==> src/rtl/smvm_pkg.sv <==
// Shared definitions for the sparse matrix-vector datapath: lane count, field widths
// and the nonzero scheduler state encoding.
package smvm_pkg;

    localparam int unsigned NUM_CHANNELS_DEF = 4;
    localparam int unsigned ROW_W_DEF        = 16;
    localparam int unsigned LANE_W           = 32;

    typedef enum logic [2:0] {
        IDLE,
        GET_LEN,
        GET_ELEM,
        ISSUE,
        WAIT,
        EMIT
    } state_e;

endpackage

==> src/rtl/nnz_scheduler_if.sv <==
// Job control, row-length/element streams, multiplier port and descriptor output of
// the nonzero scheduler; slave is the scheduler's view, master the environment's.
interface nnz_scheduler_if import smvm_pkg::*; #(
    parameter int unsigned NUM_CHANNELS = NUM_CHANNELS_DEF,
    parameter int unsigned ROW_W        = ROW_W_DEF
) ();
    logic                                      start;
    logic [ROW_W-1:0]                          num_rows;
    logic                                      len_valid;
    logic                                      len_ready;
    logic [ROW_W-1:0]                          len_data;
    logic                                      elem_valid;
    logic                                      elem_ready;
    logic [NUM_CHANNELS-1:0][LANE_W-1:0]       elem_values;
    logic [NUM_CHANNELS-1:0][LANE_W-1:0]       elem_cols;
    logic [NUM_CHANNELS-1:0][LANE_W-1:0]       mul_values;
    logic [NUM_CHANNELS-1:0][LANE_W-1:0]       mul_cols;
    logic                                      mul_start;
    logic                                      mul_done;
    logic                                      out_valid;
    logic                                      out_ready;
    logic [NUM_CHANNELS-1:0]                   out_mask;
    logic                                      out_row_last;
    logic [ROW_W-1:0]                          out_row_idx;
    logic                                      busy;
    logic                                      done;

    modport slave (
        input  start, num_rows, len_valid, len_data, elem_valid, elem_values, elem_cols,
               mul_done, out_ready,
        output len_ready, elem_ready, mul_values, mul_cols, mul_start, out_valid,
               out_mask, out_row_last, out_row_idx, busy, done
    );

    modport master (
        output start, num_rows, len_valid, len_data, elem_valid, elem_values, elem_cols,
               mul_done, out_ready,
        input  len_ready, elem_ready, mul_values, mul_cols, mul_start, out_valid,
               out_mask, out_row_last, out_row_idx, busy, done
    );
endinterface

==> src/rtl/lane_mask_gen.sv <==
// Maps the remaining nonzero count of a row to the valid-lane mask of the next batch
// and whether that batch closes the row.
module lane_mask_gen import smvm_pkg::*; #(
    parameter int unsigned NUM_CHANNELS = NUM_CHANNELS_DEF,
    parameter int unsigned ROW_W        = ROW_W_DEF
) (
    input  logic [ROW_W-1:0]        rem,
    output logic [NUM_CHANNELS-1:0] mask_c,
    output logic                    row_last_c
);
    always_comb begin
        mask_c = '0;
        for (int unsigned k = 0; k < NUM_CHANNELS; k++) begin
            mask_c[k] = ROW_W'(k) < rem;
        end
        row_last_c = rem <= ROW_W'(NUM_CHANNELS);
    end
endmodule

==> src/rtl/nnz_scheduler.sv <==
// Walks a CSR job row by row: fetches each row length, feeds NUM_CHANNELS-wide element
// batches to a single multiplier one at a time, and emits a lane descriptor per batch.
module nnz_scheduler import smvm_pkg::*; #(
    parameter int unsigned NUM_CHANNELS = NUM_CHANNELS_DEF,
    parameter int unsigned ROW_W        = ROW_W_DEF
) (
    input  logic           clk,
    input  logic           rst_l,
    nnz_scheduler_if.slave bus
);
    localparam logic [ROW_W-1:0] NC_W = ROW_W'(NUM_CHANNELS);

    typedef logic [NUM_CHANNELS-1:0][LANE_W-1:0] lanes_t;

    state_e                  state_q, state_d;
    logic [ROW_W-1:0]        rem_q, rem_d;
    logic [ROW_W-1:0]        row_idx_q, row_idx_d;
    logic [ROW_W-1:0]        rows_q, rows_d;
    lanes_t                  mul_values_q, mul_values_d;
    lanes_t                  mul_cols_q, mul_cols_d;
    logic [NUM_CHANNELS-1:0] out_mask_q, out_mask_d;
    logic [ROW_W-1:0]        out_row_idx_q, out_row_idx_d;
    logic                    out_row_last_q, out_row_last_d;
    logic                    len_ready_q, len_ready_d;
    logic                    elem_ready_q, elem_ready_d;
    logic                    mul_start_q, mul_start_d;
    logic                    out_valid_q, out_valid_d;
    logic                    busy_q, busy_d;
    logic                    done_q, done_d;
    logic [NUM_CHANNELS-1:0] lane_mask_c;
    logic                    row_last_c;

    lane_mask_gen #(
        .NUM_CHANNELS (NUM_CHANNELS),
        .ROW_W        (ROW_W)
    ) u_lane_mask_gen (
        .rem        (rem_q),
        .mask_c     (lane_mask_c),
        .row_last_c (row_last_c)
    );

    // Next state; every output flop is derived from the state being entered.
    always_comb begin
        state_d        = state_q;
        rem_d          = rem_q;
        row_idx_d      = row_idx_q;
        rows_d         = rows_q;
        mul_values_d   = mul_values_q;
        mul_cols_d     = mul_cols_q;
        out_mask_d     = out_mask_q;
        out_row_last_d = out_row_last_q;
        done_d         = 1'b0;

        unique case (state_q)
            IDLE: begin
                if (bus.start) begin
                    if (bus.num_rows != '0) begin
                        rows_d    = bus.num_rows;
                        row_idx_d = '0;
                        state_d   = GET_LEN;
                    end else begin
                        done_d = 1'b1;
                    end
                end
            end
            GET_LEN: begin
                if (bus.len_valid && len_ready_q) begin
                    rem_d = bus.len_data;
                    if (bus.len_data == '0) begin
                        out_mask_d     = '0;
                        out_row_last_d = 1'b1;
                        state_d        = EMIT;
                    end else begin
                        state_d = GET_ELEM;
                    end
                end
            end
            GET_ELEM: begin
                if (bus.elem_valid && elem_ready_q) begin
                    for (int unsigned k = 0; k < NUM_CHANNELS; k++) begin
                        mul_values_d[k] = lane_mask_c[k] ? bus.elem_values[k] : '0;
                        mul_cols_d[k]   = lane_mask_c[k] ? bus.elem_cols[k]   : '0;
                    end
                    state_d = ISSUE;
                end
            end
            ISSUE: state_d = WAIT;
            WAIT: begin
                if (bus.mul_done) begin
                    out_mask_d     = lane_mask_c;
                    out_row_last_d = row_last_c;
                    state_d        = EMIT;
                end
            end
            EMIT: begin
                if (bus.out_ready && out_valid_q) begin
                    out_mask_d     = '0;
                    out_row_last_d = 1'b0;
                    if (!row_last_c) begin
                        rem_d   = rem_q - NC_W;
                        state_d = GET_ELEM;
                    end else begin
                        rem_d = '0;
                        if (row_idx_q == rows_q - ROW_W'(1)) begin
                            row_idx_d = '0;
                            done_d    = 1'b1;
                            state_d   = IDLE;
                        end else begin
                            row_idx_d = row_idx_q + ROW_W'(1);
                            state_d   = GET_LEN;
                        end
                    end
                end
            end
            default: state_d = IDLE;
        endcase

        len_ready_d   = state_d == GET_LEN;
        elem_ready_d  = state_d == GET_ELEM;
        mul_start_d   = state_d == ISSUE;
        out_valid_d   = state_d == EMIT;
        busy_d        = state_d != IDLE;
        out_row_idx_d = row_idx_d;
    end

    always_ff @(posedge clk or negedge rst_l) begin
        if (!rst_l) begin
            state_q        <= IDLE;
            rem_q          <= '0;
            row_idx_q      <= '0;
            rows_q         <= '0;
            mul_values_q   <= '0;
            mul_cols_q     <= '0;
            out_mask_q     <= '0;
            out_row_idx_q  <= '0;
            out_row_last_q <= 1'b0;
            len_ready_q    <= 1'b0;
            elem_ready_q   <= 1'b0;
            mul_start_q    <= 1'b0;
            out_valid_q    <= 1'b0;
            busy_q         <= 1'b0;
            done_q         <= 1'b0;
        end else begin
            state_q        <= state_d;
            rem_q          <= rem_d;
            row_idx_q      <= row_idx_d;
            rows_q         <= rows_d;
            mul_values_q   <= mul_values_d;
            mul_cols_q     <= mul_cols_d;
            out_mask_q     <= out_mask_d;
            out_row_idx_q  <= out_row_idx_d;
            out_row_last_q <= out_row_last_d;
            len_ready_q    <= len_ready_d;
            elem_ready_q   <= elem_ready_d;
            mul_start_q    <= mul_start_d;
            out_valid_q    <= out_valid_d;
            busy_q         <= busy_d;
            done_q         <= done_d;
        end
    end

    assign bus.len_ready    = len_ready_q;
    assign bus.elem_ready   = elem_ready_q;
    assign bus.mul_values   = mul_values_q;
    assign bus.mul_cols     = mul_cols_q;
    assign bus.mul_start    = mul_start_q;
    assign bus.out_valid    = out_valid_q;
    assign bus.out_mask     = out_mask_q;
    assign bus.out_row_last = out_row_last_q;
    assign bus.out_row_idx  = out_row_idx_q;
    assign bus.busy         = busy_q;
    assign bus.done         = done_q;

endmodule

==> src/flat_wrapper.sv <==
// flat-port wrapper written by rule: the top's interface ports become plain ports
module nnz_scheduler_flat import smvm_pkg::*;
#(
    parameter int unsigned NUM_CHANNELS = NUM_CHANNELS_DEF,
    parameter int unsigned ROW_W        = ROW_W_DEF
)
  (clk, rst_l, bus_start, bus_num_rows, bus_len_valid, bus_len_data, bus_elem_valid, bus_elem_values, bus_elem_cols, bus_mul_done, bus_out_ready, bus_len_ready, bus_elem_ready, bus_mul_values, bus_mul_cols, bus_mul_start, bus_out_valid, bus_out_mask, bus_out_row_last, bus_out_row_idx, bus_busy, bus_done);
  nnz_scheduler_if #(.NUM_CHANNELS(NUM_CHANNELS), .ROW_W(ROW_W)) bus_i ();
  input  logic clk;
  input  logic rst_l;
  input wire logic [$bits(bus_i.start)-1:0] bus_start;
  input wire logic [$bits(bus_i.num_rows)-1:0] bus_num_rows;
  input wire logic [$bits(bus_i.len_valid)-1:0] bus_len_valid;
  input wire logic [$bits(bus_i.len_data)-1:0] bus_len_data;
  input wire logic [$bits(bus_i.elem_valid)-1:0] bus_elem_valid;
  input wire logic [$bits(bus_i.elem_values)-1:0] bus_elem_values;
  input wire logic [$bits(bus_i.elem_cols)-1:0] bus_elem_cols;
  input wire logic [$bits(bus_i.mul_done)-1:0] bus_mul_done;
  input wire logic [$bits(bus_i.out_ready)-1:0] bus_out_ready;
  output wire logic [$bits(bus_i.len_ready)-1:0] bus_len_ready;
  output wire logic [$bits(bus_i.elem_ready)-1:0] bus_elem_ready;
  output wire logic [$bits(bus_i.mul_values)-1:0] bus_mul_values;
  output wire logic [$bits(bus_i.mul_cols)-1:0] bus_mul_cols;
  output wire logic [$bits(bus_i.mul_start)-1:0] bus_mul_start;
  output wire logic [$bits(bus_i.out_valid)-1:0] bus_out_valid;
  output wire logic [$bits(bus_i.out_mask)-1:0] bus_out_mask;
  output wire logic [$bits(bus_i.out_row_last)-1:0] bus_out_row_last;
  output wire logic [$bits(bus_i.out_row_idx)-1:0] bus_out_row_idx;
  output wire logic [$bits(bus_i.busy)-1:0] bus_busy;
  output wire logic [$bits(bus_i.done)-1:0] bus_done;
  assign bus_i.start = bus_start;
  assign bus_i.num_rows = bus_num_rows;
  assign bus_i.len_valid = bus_len_valid;
  assign bus_i.len_data = bus_len_data;
  assign bus_i.elem_valid = bus_elem_valid;
  assign bus_i.elem_values = bus_elem_values;
  assign bus_i.elem_cols = bus_elem_cols;
  assign bus_i.mul_done = bus_mul_done;
  assign bus_i.out_ready = bus_out_ready;
  assign bus_len_ready = bus_i.len_ready;
  assign bus_elem_ready = bus_i.elem_ready;
  assign bus_mul_values = bus_i.mul_values;
  assign bus_mul_cols = bus_i.mul_cols;
  assign bus_mul_start = bus_i.mul_start;
  assign bus_out_valid = bus_i.out_valid;
  assign bus_out_mask = bus_i.out_mask;
  assign bus_out_row_last = bus_i.out_row_last;
  assign bus_out_row_idx = bus_i.out_row_idx;
  assign bus_busy = bus_i.busy;
  assign bus_done = bus_i.done;
  nnz_scheduler #(.NUM_CHANNELS(NUM_CHANNELS), .ROW_W(ROW_W)) u_core (.clk(clk), .rst_l(rst_l), .bus(bus_i));
endmodule
==> config.mk <==
export PLATFORM = sky130hd
export DESIGN_NAME = nnz_scheduler_flat
export DESIGN_NICKNAME = d
export VERILOG_FILES = /design/src/rtl/smvm_pkg.sv /design/src/rtl/nnz_scheduler_if.sv /design/src/rtl/lane_mask_gen.sv /design/src/rtl/nnz_scheduler.sv /design/src/flat_wrapper.sv
export SDC_FILE = /design/constraint.sdc
export NUM_CORES = 1
export LEC_CHECK = 0
export CORE_AREA = 4 4 222 224
export CTS_CLUSTER_DIAMETER = 40
export CTS_CLUSTER_SIZE = 8
export DETAILED_ROUTE_END_ITERATION = 12
export DIE_AREA = 0 0 226 228
export PLACE_DENSITY = 0.71
export SLEW_MARGIN = 20
export SYNTH_ARGS = -nofsm -noshare
export SYNTH_HDL_FRONTEND = slang
export SYNTH_HIERARCHICAL = 1
export SYNTH_SLANG_ARGS = --single-unit
==> constraint.sdc <==
create_clock -name clk -period 2.71 [get_ports clk]
set_clock_uncertainty 0.2 [all_clocks]
set_input_delay 0.6775 -clock clk [delete_from_list [all_inputs] [get_ports clk]]
set_output_delay 0.6775 -clock clk [all_outputs]
set_load 0.02 [all_outputs]
==> impl_metrics.csv <==
group,metric,value,unit
layout,syn_to_final_growth,67.5,%
layout,regArea,0.00797,mm^2
global_route,grtUsageTotal,0.197,
setup_path,slowest_stage,"or4_4",
global_route,grt_pass1_wl,80100,um
synth,synth_edf_count,0,
timing,setup_viol,2,
timing,period_share,1.00,
hold_path,min_path_type,"reg2reg",
layout,multi_input_area,0.00529,mm^2
cts,clkTransAtPathRegs,0.05,ns
layout,mostFrequentLayoutCells,"575 x clkdlybuf4s50_1, 548 x nand2_1, 312 x dfrtp_1",
flow_run,drv_cap,0,
cts,cts-root-buf,"clkbuf_16",
global_route,grt_antenna_before_repair,7,
setup_path,critPathRequiredTime,3.03,ns
synth,async_reset_ff_frac,1.00,
power,p_leak,10.6,nW
routing,drc_errors,0,
routing,ant_nets,0,
layout,num-fill-cells,4354,
power,vdd_drop_max,0.000572,V
routing,avgViaCountPerCell,4.84,
timing,hold_viol_final,0,
layout,final_common_cell,"clkdlybuf4s50_1",
placed_design,place.port_buffers,577,
setup_path,start_kind,"register",
setup_path,slowest_delay,0.53,ns
synth,synth_top_flop_cell,"dfrtp_1",
routing,firstDrtPassIters,5,
timing,max_freq,0.368,GHz
placed_design,hpwl,39300,um
floorplanning,std_cell_rows,80,
outcome,violations,"negative setup slack",
floorplanning,pin_count,578,
layout,fin_nets,2442,
timing,slew_headroom,0.500,
layout,fin_cells,2796,
placed_design,place_congestion,0.895,
routing,drt_iter0_drc,767,
timing,worstMarginPinSlew,0.750,ns
floorplanning,start_util,0.288,
global_route,grt_max_degree,76,
layout,drive_gt1_frac,0.109,
synth,ys_top_cells_by_area,"dfrtp_1 58%, nand2_1 15%, nand3_1 10%",
floorplanning,die_w,226,um
routing,finalWirelength,52800,um
synth,syn_inst,1501,
synth,yosysSeqAreaShare,0.585,
synth,yosys_register_bits,318,
global_route,grt_pass1_vias,13900,
synth,yosys_warnings,6,
cts,cts_tree,"built",
setup_path,cp_data_arrival_time,3.03,ns
setup_path,worstPathCellList,"nor4_4, nand2_2, or4_4, a221oi_4, o2111ai_4, buf_12, a21oi_4, and2_1",
cts,numClockSinks,318,
routing,wl_per_cell,18.9,um
floorplanning,die_area,0.0515,mm^2
layout,utilization,0.482,
routing,vias,13500,
timing,finalCriticalPeriod,2.71,ns
setup_path,crit_fanout,9,
outcome,status,"finished, violations left",
power,power_density,1040,mW/mm^2
power,power,23.7,mW
floorplanning,core,0.0473,mm^2
synth,synth_largest_area_cell,"dfrtp_1",
timing,setup_ws,-0.00492,ns
setup_path,endpoint_kind,"register",
synth,syn_area_per_cell,9.07,um^2
timing,rsz0062_at_grt,"yes",
synth,syn-num-nets,1799,
placed_design,placed_cells,2696,
timing,slew_violations,0,
global_route,gr-total-overflow,0,
setup_path,path_class,"reg2reg",
cts,clk_latency,0.59,ns
cts,h-tree-depth,2,
floorplanning,die_h,228,um
synth,syn_area,0.0136,mm^2
synth,synthDistinctLibCells,54,
cts,cts_buffers,57,
synth,synth_top_area_share,0.585,
cts,cts_buffer_depth,3,
what timing repair did:
| action | CTS | global route |
|---|---|---|
| endpoints found under the setup margin | 23 | 23 |
| endpoints found under the hold margin | 47 | 0 |
| hold buffers | 1 | 0 |
| resized for setup | 7 | 9 |
| buffers inserted | 0 | 3 |
| pin swaps | 1 | 8 |
flip-flops by register name, summed over array words and instances, names as in the netlist, 3 cells and up:
name and count:
u_core/state_q 3, u_core/bus.out_row_idx 16, u_core/bus.out_mask 4, u_core/rem_q 16, u_core/bus.mul_values 128, u_core/rows_q 16, u_core/bus.mul_cols 128
area by class of cell:
class	instances	area share
Multi-Input combinational cell	1071	0.232
Timing Repair Buffer	681	0.298
Tap cell	615	0.0337
Antenna cell	3	0.000329
Sequential cell	318	0.349
Clock buffer	71	0.0694
Clock inverter	22	0.0142
Inverter	15	0.00280
worst max-delay path: cells and delay by family (launching register included):
family / cells / cell delay, ns
buffers and inverters: 1 / 0.19
and+or+nand+nor: 4 / 1.10
DFF: 1 / 0.45
AOI/OAI and AO/OA: 3 / 0.71
logic make-up (layout without fill, tap and decap cells):
kind of cell	after synthesis	in the layout	synth area share
simple gates	930	930	0.301
flops	318	318	0.585
buf+inv	112	789	0.0315
compound gates	89	89	0.0456
xor+xnor	31	31	0.0199
mux	18	18	0.0148
fa+ha+maj	3	3	0.00276
other cells	0	3	0
metrics by stage:
stage	TNS, ns	setup WS, ns	hold slack, ns	area [um^2]
final	-0.00687	-0.00492	0.259	22800
after floorplan	0	0.0350	0.182	13600
after CTS	-0.0171	-0.0171	0.264	22700
after detailed placement	-3.42	-0.179	0.254	20800
after global placement	-2.57	-0.161	0.249	20800
after global routing	-0.740	-0.0995	0.285	22800
path summary, 6_finish.rpt:
kind | cells past startpoint | slack [ns] | endpoint | startpoint
min in group asynchronous | 2 | 0.52 | u_core/rem_q[0] | rst_l
worst min register to register | 2 | 0.26 | u_core/bus.mul_values[20] | u_core/bus.mul_values[20]
worst max-delay path | 8 | -0.005 | u_core/bus.elem_ready | u_core/rows_q[6]
worst min-delay path | 2 | 0.26 | u_core/bus.mul_values[20] | u_core/bus.mul_values[20]
worst max register to register | 8 | -0.005 | u_core/bus.elem_ready | u_core/rows_q[6]
max in group asynchronous | 3 | 1.09 | u_core/rows_q[3] | rst_l
metal layers:
metal / up-vias / track usage / wire (um)
li1: 6295 / - / -
met1: 6483 / 0.225 / 19500
met2: 601 / 0.340 / 26300
met3: 139 / 0.0617 / 4630
met4: 4 / 0.0833 / 2210
met5: - / 0 / 17
cells in the mapped netlist, types with 14 or more instances:
cell type,n
a21oi_1,16
clkbuf_1,89
dfrtp_1,318
inv_1,14
mux2_2,17
nand2_1,548
nand3_1,275
nor2_1,27
nor3_1,15
o21ai_0,34
xnor2_1,14
xor2_1,17
power breakdown:
group,switching (mW),internal (mW),total [mW]
sequential,1.21,6.50,7.70
clock,2.37,4.73,7.09
combinational,4.73,4.19,8.92
total,8.31,15.4,23.7
No activity file was read; power rests on OpenSTA's default activity.
